### src/rtl/uart_rx_deserializer.sv
// uart_rx_deserializer: 16x-oversampling UART receive front end producing one
// FIFO write strobe per character with MC68681-style parity/framing/break status.
module uart_rx_deserializer #(
    parameter int SYNC_STAGES = 2
) (
    input  logic       clk,
    input  logic       reset_n,
    input  logic       baud_x16_en,
    input  logic       rxd,
    input  logic       rx_enable,
    input  logic [1:0] bits_per_char,
    input  logic       par_en,
    input  logic       par_odd,
    output logic       wr,
    output logic [7:0] d_out,
    output logic       par_err,
    output logic       frame_err,
    output logic       rcv_break,
    output logic       busy
);
    typedef enum logic [2:0] {IDLE, START, DATA, PARITY, STOP, BREAK_WAIT} state_t;

    state_t                 state;
    logic [SYNC_STAGES-1:0] sync;
    logic [3:0]             cnt;
    logic [2:0]             bit_idx;
    logic [7:0]             shreg;
    logic                   par_bit;
    logic                   perr;
    logic                   rxd_s;
    logic [2:0]             last_bit;
    logic                   brk_now;

    assign rxd_s    = sync[SYNC_STAGES-1];
    assign last_bit = {1'b0, bits_per_char} + 3'd4;
    assign brk_now  = (shreg == 8'h00) && !par_bit && !rxd_s;
    assign busy     = (state != IDLE);

    always_ff @(posedge clk or negedge reset_n) begin
        if (!reset_n)
            sync <= '1;
        else
            sync <= {sync[SYNC_STAGES-2:0], rxd};
    end

    always_ff @(posedge clk or negedge reset_n) begin
        if (!reset_n) begin
            state     <= IDLE;
            cnt       <= 4'd0;
            bit_idx   <= 3'd0;
            shreg     <= 8'h00;
            par_bit   <= 1'b0;
            perr      <= 1'b0;
            wr        <= 1'b0;
            d_out     <= 8'h00;
            par_err   <= 1'b0;
            frame_err <= 1'b0;
            rcv_break <= 1'b0;
        end else begin
            wr <= 1'b0;
            if (!rx_enable) begin
                state <= IDLE;
                cnt   <= 4'd0;
            end else if (baud_x16_en) begin
                cnt <= cnt + 4'd1;
                case (state)
                    IDLE: if (!rxd_s) begin
                        state   <= START;
                        cnt     <= 4'd0;
                        bit_idx <= 3'd0;
                        shreg   <= 8'h00;
                        par_bit <= 1'b0;
                        perr    <= 1'b0;
                    end
                    // Mid start bit is reached as the counter steps onto 7.
                    START: if (cnt == 4'd6) begin
                        cnt   <= 4'd0;
                        state <= rxd_s ? IDLE : DATA;
                    end
                    DATA: if (cnt == 4'd15) begin
                        shreg[bit_idx] <= rxd_s;
                        bit_idx        <= bit_idx + 3'd1;
                        if (bit_idx == last_bit)
                            state <= par_en ? PARITY : STOP;
                    end
                    PARITY: if (cnt == 4'd15) begin
                        par_bit <= rxd_s;
                        perr    <= rxd_s != (^shreg ^ par_odd);
                        state   <= STOP;
                    end
                    STOP: if (cnt == 4'd15) begin
                        wr        <= 1'b1;
                        d_out     <= shreg;
                        frame_err <= !rxd_s;
                        par_err   <= perr && !brk_now;
                        rcv_break <= brk_now;
                        state     <= rxd_s ? IDLE : BREAK_WAIT;
                    end
                    BREAK_WAIT: if (rxd_s) state <= IDLE;
                    default: state <= IDLE;
                endcase
            end
        end
    end
endmodule

### config.mk
export PLATFORM = sky130hd
export DESIGN_NAME = uart_rx_deserializer
export DESIGN_NICKNAME = d
export VERILOG_FILES = /design/src/rtl/uart_rx_deserializer.sv
export SDC_FILE = /design/constraint.sdc
export NUM_CORES = 1
export LEC_CHECK = 0
export ABC_AREA = 1
export CORE_ASPECT_RATIO = 0.9
export CORE_MARGIN = 3
export CORE_UTILIZATION = 45
export CTS_CLUSTER_DIAMETER = 80
export CTS_CLUSTER_SIZE = 24
export DETAILED_ROUTE_END_ITERATION = 7
export PLACE_DENSITY = 0.76
export SETUP_SLACK_MARGIN = 0.3
export SKIP_LAST_GASP = 1
export SYNTH_ARGS = -nofsm -noshare
export SYNTH_HDL_FRONTEND = slang
export SYNTH_SLANG_ARGS = --single-unit
### constraint.sdc
create_clock -name clk -period 3.2 [get_ports clk]
set_clock_uncertainty 0.2 [all_clocks]
set_input_delay 0.64 -clock clk [delete_from_list [all_inputs] [get_ports clk]]
set_output_delay 0.64 -clock clk [all_outputs]
set_load 0.02 [all_outputs]
=== After elaboration in Yosys (flattened, before gate mapping) ===
Index checks and enable logic that the tools add are counted.

* Bits in registers: 34
* Logic and storage cells: 91

* Add/subtract/negate cells: 3
* $lt $le $gt $ge: 2
* Eq/ne operators: 20
* Mux-type cells: 36
* Bitwise operators: 1
* Reduce and logical (&&, ||, !) cells: 17

{| class="wikitable"
|+ Operator list
! kind !! number
|-
| $mux 3 || 13
|-
| $ne 3x3->1 const B || 7
|-
| $pmux 3 s6 || 1
|-
| $mux 4 || 4
|-
| $mux 8 || 2
|-
| $pmux 8 s2 || 1
|-
| $reduce_and 5->1 || 2
|-
| $bwmux 8 || 1
|-
| $logic_not 8->1 || 1
|-
| $mux 1 || 8
|-
| $ne 2x2->1 const B || 4
|-
| $pmux 4 s2 || 1
|-
| $reduce_and 8->1 || 1
|-
| $reduce_xor 8->1 || 1
|-
| $eq 3x2->1 const B || 2
|-
| $eq 3x3->1 const B || 2
|-
| $pmux 3 s2 || 1
|-
| $add 4x1->4 const B || 1
|-
| $eq 4x3->1 const B || 1
|-
| $eq 4x4->1 const B || 1
|-
| $logic_and 1x1->1 || 4
|-
| $lt 3x4->1 const B || 1
|-
| $pmux 1 s2 || 2
|-
| $reduce_and 4->1 || 1
|-
| other kinds (13) || 16
|}

=== Logic depth before layout (Yosys ltp) ===
Gate-level depths: netlist (run 1).

* Depth after elaboration: 7
* Depth in mapped cells: 10

=== Worst setup path after synthesis (run 1) ===
Ideal clock, no wire load.

* Path kind: in2reg
* Start point: input rx_enable
* End point: register shreg[5]
* Library setup time: 121 ps
* Data arrival time: 1341 ps
* Path slack: 1538 ps
* Stages: 10
* Buffers on the path: 1
* Cell sequence: buf_4 > nand2_1 > inv_1 > nand2_1 > inv_2 > nand2_4 > inv_6 > nand2_2 > nand2_1 > o21ai_1

* Cells in the longest elaborated chain, start to end: 1

{| class="wikitable"
|+ RTL lines
! what !! line !! text
|-
| from (decl) || 10 || <nowiki>input logic rx_enable,</nowiki>
|-
| $reduce_and 5->1 (no source line) || -- ||
|-
| to (signal, indexed assignment) || 81 || <nowiki>shreg[bit_idx] <= rxd_s;</nowiki>
|-
| to (decl) || 27 || <nowiki>logic [7:0] shreg;</nowiki>
|}

No other way between the ends.
A chain may end at the register's enable or synchronous reset.

=== Final worst setup path (run 1) ===
* Start point: register state[0]
* End point: output busy

* Cells in the longest elaborated chain, start to end: 1

{| class="wikitable"
|+ RTL lines
! what !! line !! text
|-
| from (decl) || 23 || <nowiki>state_t state;</nowiki>
|-
| from (signal assigned) || 78 || <nowiki>state <= rxd_s ? IDLE : DATA;</nowiki>
|-
| from (signal assigned) || 84 || <nowiki>state <= par_en ? PARITY : STOP;</nowiki>
|-
| from (signal assigned) || 97 || <nowiki>state <= rxd_s ? IDLE : BREAK_WAIT;</nowiki>
|-
| $reduce_bool 3->1 || 37 || <nowiki>assign busy = (state != IDLE);</nowiki>
|-
| to (decl) || 19 || <nowiki>output logic busy</nowiki>
|}

No other way between the ends.

==> results of run 1 <==
## cells by family (layout without fill, tap and decap cells)
family / after synthesis / in the layout / share of synthesized area [%]
and+or+nand+nor: 137 / 137 / 31.8
adders and majority gates: 7 / 7 / 4.45
DFF: 34 / 34 / 43.4
buffers and inverters: 36 / 57 / 9.16
xor gates and xnor gates: 7 / 7 / 3.12
AOI/OAI and AO/OA: 28 / 28 / 8.08
## area by class of cell
type	instances	area, µm²
Sequential cell	34	853
Clock inverter	1	5.00
Clock buffer	7	86.3
Fill cell	403	1880
Inverter	27	106
Tap cell	60	75.1
Multi-Input combinational cell	179	933
Timing Repair Buffer	22	218
## metrics by stage
step | cell area, µm² | worst slack (ns)
2_1_floorplan | 1970 | 1.54
3_3_place_gp | 2190 | 0.859
3_5_place_dp | 2190 | 0.816
4_1_cts | 2280 | 0.544
5_1_grt | 2280 | 0.438
6_report | 2280 | 0.562
## power breakdown
part / internal, mW / total, mW / switching (mW)
clock: 0.173 / 0.328 / 0.154
combinational: 0.0468 / 0.124 / 0.0773
sequential: 0.443 / 0.473 / 0.0301
## cell usage in the layout, fill, tap and decap left out
cell type | synthesis | routed
a21oi_1 | 3 | 3
a21oi_2 | 1 | 1
a21oi_4 | 1 | 1
buf_4 | 3 | 1
clkbuf_1 | 0 | 1
clkbuf_8 | 1 | 6
clkdlybuf4s50_1 | 0 | 21
clkinv_2 | 0 | 1
dfrtp_1 | 32 | 32
dfstp_2 | 2 | 2
ha_1 | 7 | 7
inv_1 | 23 | 23
inv_2 | 3 | 3
inv_6 | 1 | 1
nand2_1 | 70 | 70
nand2_2 | 4 | 4
nand2_4 | 1 | 1
nand3_1 | 24 | 24
nand3_2 | 2 | 2
nand4_1 | 7 | 7
nor2_1 | 22 | 22
nor2_2 | 1 | 1
nor2_4 | 2 | 2
nor3_1 | 3 | 3
nor3_4 | 1 | 1
o21ai_0 | 7 | 7
o21ai_1 | 14 | 14
o22ai_1 | 1 | 1
o31ai_1 | 1 | 1
xnor2_1 | 4 | 4
xor2_1 | 3 | 3
## flip-flops by register name, summed over array words and instances (netlist names)
register and cells:
frame_err 1, shreg 8, rcv_break 1, par_bit 1, d_out 8, cnt 4, wr 1, sync 2
bit_idx 3, par_err 1, state 3, perr 1
## layer usage
metal / vias to the layer above / share of wire [%] / GRT usage (%)
li1: 842 / - / -
met1: 771 / 49 / 22.6
met4: 0 / 1.7 / 7.21
met2: 27 / 46 / 26.3
met5: - / 0 / 0
met3: 6 / 3.7 / 4.06
## worst max-delay path, stage by stage (launching register included)
cell             delay [ns]
dfrtp_1                0.58
inv_1                  0.16
nand2_1                0.15
clkdlybuf4s50_1        0.62
## how the worst max path moves through the flow
| stage | from | end | slack (ns) | cells past startpoint |
|---|---|---|---|---|
| floorplan | rx_enable | shreg[5]$_DFFE_PN0P_ | 1.54 | 10 |
| global placement | rx_enable | par_err$_DFFE_PN0P_ | 0.86 | 7 |
| detailed placement | rx_enable | par_err$_DFFE_PN0P_ | 0.82 | 7 |
| CTS | state[0]$_DFFE_PN0P_ | busy | 0.54 | 3 |
| global route | state[0]$_DFFE_PN0P_ | busy | 0.44 | 3 |
| finish | state[0]$_DFFE_PN0P_ | busy | 0.56 | 3 |
==> results.json, run 1 <==
{
  "first_iter_violations": 80,
  "numCtsBuffers": 5,
  "portBuffers": 21,
  "postCtsSetupBuffers": 0,
  "timing.rr.start": "state[1]$_DFFE_PN0P_",
  "grt_pass1_wl_um": 6800,
  "diodes": 0,
  "yosysWarnings": 0,
  "drc": 0,
  "die_w_um": 75.7,
  "fin_tns_setup_ns": 0,
  "cts_resized": 0,
  "reg2reg_to": "state[0]$_DFFE_PN0P_",
  "fin_total_pwr_uw": 925,
  "start_util_pct": 47.3,
  "syn-instance-count": 249,
  "hp-start": "sync[0]$_DFF_PN1_",
  "min_to": "sync[1]$_DFF_PN1_",
  "synth_common_cells": "nand2_1, dfrtp_1, nand3_1",
  "worstMarginPinSlew_ns": 0.421,
  "rsz0062_at_grt": "false",
  "status": "complete, no violations",
  "relSlewSlack_pct": 72.0,
  "ys.flop_type": "dfrtp_1",
  "place_inst": 322,
  "holdPathStages": 0,
  "synth_nets": 265,
  "wl_per_cell_um": 11.2,
  "tritoncts": "yes",
  "leakage_nw": 1.07,
  "finalSetupViolCount": 0,
  "criticalPathCategory": "register to primary output",
  "finalCritPeriodShare_pct": 82.4,
  "slew_viol_final": 0,
  "dieArea_um2": 5200,
  "root_buffer": "clkbuf_8",
  "ys_ff_latch": 34,
  "synth.most_common_cell": "nand2_1",
  "vdd.ir_drop.worst_uv": 171,
  "end_kind": "primary output",
  "synthToLayoutAreaGrowth_pct": 15.8,
  "antenna_found_initial": 0,
  "final_cells": 330,
  "cp.required_ns": 2.36,
  "cap_viol_max_count": 0,
  "arrival_ns": 1.80,
  "vias_per_cell": 4.99,
  "synthTopCellsByArea": "dfrtp_1, nand2_1, nand3_1, ha_1, inv_1",
  "holdWs_ns": 0.160,
  "reg2reg_depth": 6,
  "h-tree-depth": 2,
  "wl_um": 3710,
  "die_y_um": 68.7,
  "power_per_cell_area_nw_per_um2": 406,
  "hold_path.class": "register to register",
  "hpwl_um": 2740,
  "max_freq_mhz": 379,
  "nets": 285,
  "ys_async_sr_fraction_pct": 100,
  "core_area_um2": 4160,
  "r2r_slack_ns": 1.41,
  "holdBufCountCts": 0,
  "insertion_delay_ns": 0.29,
  "grt_pass1_vias": 1567,
  "gp_congestion": 0.802,
  "drive_above_1_share_pct": 10.0,
  "synth_cell_types": 31,
  "clk_path_buf_depth": 2,
  "firstDrtPassIters": 4,
  "clk_pin_slew_ns": 0.07,
  "cts_sinks": 34,
  "yosysSeqAreaShare_pct": 43.4,
  "vias": 1646,
  "antenna_left": 0,
  "syn_area_um2": 1970,
  "grt_max_degree": 35,
  "fp-row-count": 22,
  "final_util_pct": 54.8,
  "overflow": 0,
  "avgSynthCellArea_um2": 7.90,
  "finalHoldViolCount": 0,
  "finalCriticalPeriod_ns": 2.64,
  "synth-edff-count": 0,
  "cp-start-kind": "register",
  "synth_top_area_share_pct": 40.7,
  "synth_top_area_cell": "dfrtp_1",
  "path_max_fanout": 9,
  "track_usage_pct": 17.0,
  "io_pins": 22
}
(Power assumes the default switching activity.)
==> inputs of run 2 (changes only) <==
==> constraint.sdc (replaced) <==
create_clock -name clk -period 2.5 [get_ports clk]
set_clock_uncertainty 0.2 [all_clocks]
set_input_delay 0.5 -clock clk [delete_from_list [all_inputs] [get_ports clk]]
set_output_delay 0.5 -clock clk [all_outputs]
set_load 0.02 [all_outputs]
==> results.json, run 2 (same netlist as run 1, synthesis figures left out) <==
{
  "nets": 287,
  "cp.required_ns": 1.80,
  "internal_power_uw": 852,
  "crit_family": "flip-flops",
  "cp_cell_sequence": "nor2_4 -> nand2_1 -> dlygate4sd2_1",
  "reg_top3": "d_out: 8 flops, shreg: 8 flops, cnt: 4 flops",
  "gp_congestion": 0.845,
  "end_kind": "primary output",
  "grt_pass1_wl_um": 6060,
  "path_buf_inv": 1,
  "switchingPower_uw": 338,
  "die_y_um": 68.7,
  "status": "complete, no violations",
  "drive_above_1_share_pct": 11.0,
  "vdd.ir_drop.worst_uv": 229,
  "io_pins": 22,
  "start_util_pct": 47.3,
  "fp-row-count": 22,
  "final_cell_mix": "nand2_1, dfrtp_1, nand3_1, inv_1, nor2_1",
  "wl_per_cell_um": 11.1,
  "min_to": "sync[1]$_DFF_PN1_",
  "reg2reg_depth": 7,
  "insertion_delay_ns": 0.29,
  "root_buffer": "clkbuf_8",
  "path_max_fanout": 6,
  "max_freq_mhz": 483,
  "timing.rr.start": "cnt[1]$_DFFE_PN0N_",
  "finalCriticalPeriod_ns": 2.07,
  "vias": 1610,
  "hpwl_um": 2780,
  "place_ws_ns": 0.447,
  "setup_ws_ns": 0.430,
  "clk_pin_slew_ns": 0.07,
  "synthToLayoutAreaGrowth_pct": 16.5,
  "antenna_found_initial": 0,
  "overflow": 0,
  "cp-start-kind": "register",
  "portBuffers": 21,
  "r2r_slack_ns": 0.75,
  "finalCritPeriodShare_pct": 82.8,
  "relSlewSlack_pct": 72.1,
  "h-tree-depth": 2,
  "leakage_nw": 1.08,
  "track_usage_pct": 15.5,
  "holdPathStages": 0,
  "grt_pass1_vias": 1391,
  "dieArea_um2": 5200,
  "arrival_ns": 1.37,
  "finalSetupViolCount": 0,
  "hold_path.class": "register to register",
  "holdBufCountCts": 0,
  "reg2reg_to": "par_err$_DFFE_PN0P_",
  "finalHoldViolCount": 0,
  "layout_commonest_cell": "nand2_1",
  "tritoncts": "yes",
  "power_frac_seq_pct": 50.3,
  "cap_viol_max_count": 0,
  "p_comb_share_pct": 14.3,
  "clk_path_buf_depth": 2,
  "core_area_um2": 4160,
  "vias_per_cell": 4.85,
  "slew_viol_final": 0,
  "die_w_um": 75.7,
  "power.share.clock_pct": 35.4,
  "criticalPathCategory": "register to primary output",
  "fin_tns_setup_ns": 0,
  "hp-start": "sync[0]$_DFF_PN1_",
  "drc": 0,
  "critPathMaxStageDelay_ns": 0.47,
  "worstMarginPinSlew_ns": 0.418,
  "slowest_stage": "dfrtp_1",
  "cts_sinks": 34,
  "numCtsBuffers": 5,
  "diodes": 0,
  "postCtsSetupBuffers": 0,
  "wl_um": 3690,
  "power_per_cell_area_nw_per_um2": 519,
  "antenna_left": 0,
  "first_iter_violations": 67,
  "rsz0062_at_grt": "false",
  "firstDrtPassIters": 4,
  "grt_max_degree": 35,
  "switching_share_pct": 28.4
}
run 2: cell count changes in the layout (fill, tap and decap cells not counted):
cell             delta
clkdlybuf4s50_1     -1
dfrtp_2             +1
dfrtp_1             -1
dlygate4sd2_1       +1
buf_4               +2
run 2: per-layer routing:
layer  track usage (%)  part of all wire [%]
met1              19.6                    48
met2              25.4                    46
met3              3.91                   4.2
met4              5.90                   1.8
met5                 0                     0
run 2: worst max path at each step:
stage / to / startpoint / slack (ns) / depth (start not counted)
floorplan: state[2]$_DFFE_PN0P_ / sync[1]$_DFF_PN1_ / 0.96 / 8
global placement: busy / state[1]$_DFFE_PN0P_ / 0.47 / 3
detailed placement: busy / state[1]$_DFFE_PN0P_ / 0.45 / 3
CTS: busy / state[2]$_DFFE_PN0P_ / 0.42 / 3
global route: busy / state[2]$_DFFE_PN0P_ / 0.36 / 3
finish: busy / state[2]$_DFFE_PN0P_ / 0.43 / 3
run 2: repair_timing:
action	CTS	global route
endpoints found under the hold margin	0	0
gates resized for setup	2	0
setup endpoints to repair	1	0
run 2: per-stage QoR:
step                      hold WS, ns  cells  util [%]  area [µm²]  total power [mW]
final                           0.156    332      55.1        2290              1.19
after global routing            0.160    332      55.1        2290              1.25
after CTS                       0.157    332      55.1        2290              1.20
after detailed placement        0.147    324      52.9        2200             0.781
after global placement          0.146    324      52.9        2200             0.778
after floorplan               0.00441    249         -        1970             0.733
run 2: layout make-up:
class,instances,area (µm²)
clock buffers,7,86.3
flip-flops and latches,34,855
multi-input cells,179,933
inverters,27,106
well taps,60,75.1
fillers,396,1860
repair buffers,24,231
clock inverters,1,5.00
run 2: power by group through the flow:
stage	clock (mW)	sequential [mW]	combinational, mW
5_1_grt	0.448	0.602	0.196
6_report	0.421	0.598	0.170
4_1_cts	0.429	0.598	0.171
2_1_floorplan	0	0.585	0.148
3_5_place_dp	0	0.608	0.173
3_3_place_gp	0	0.608	0.170
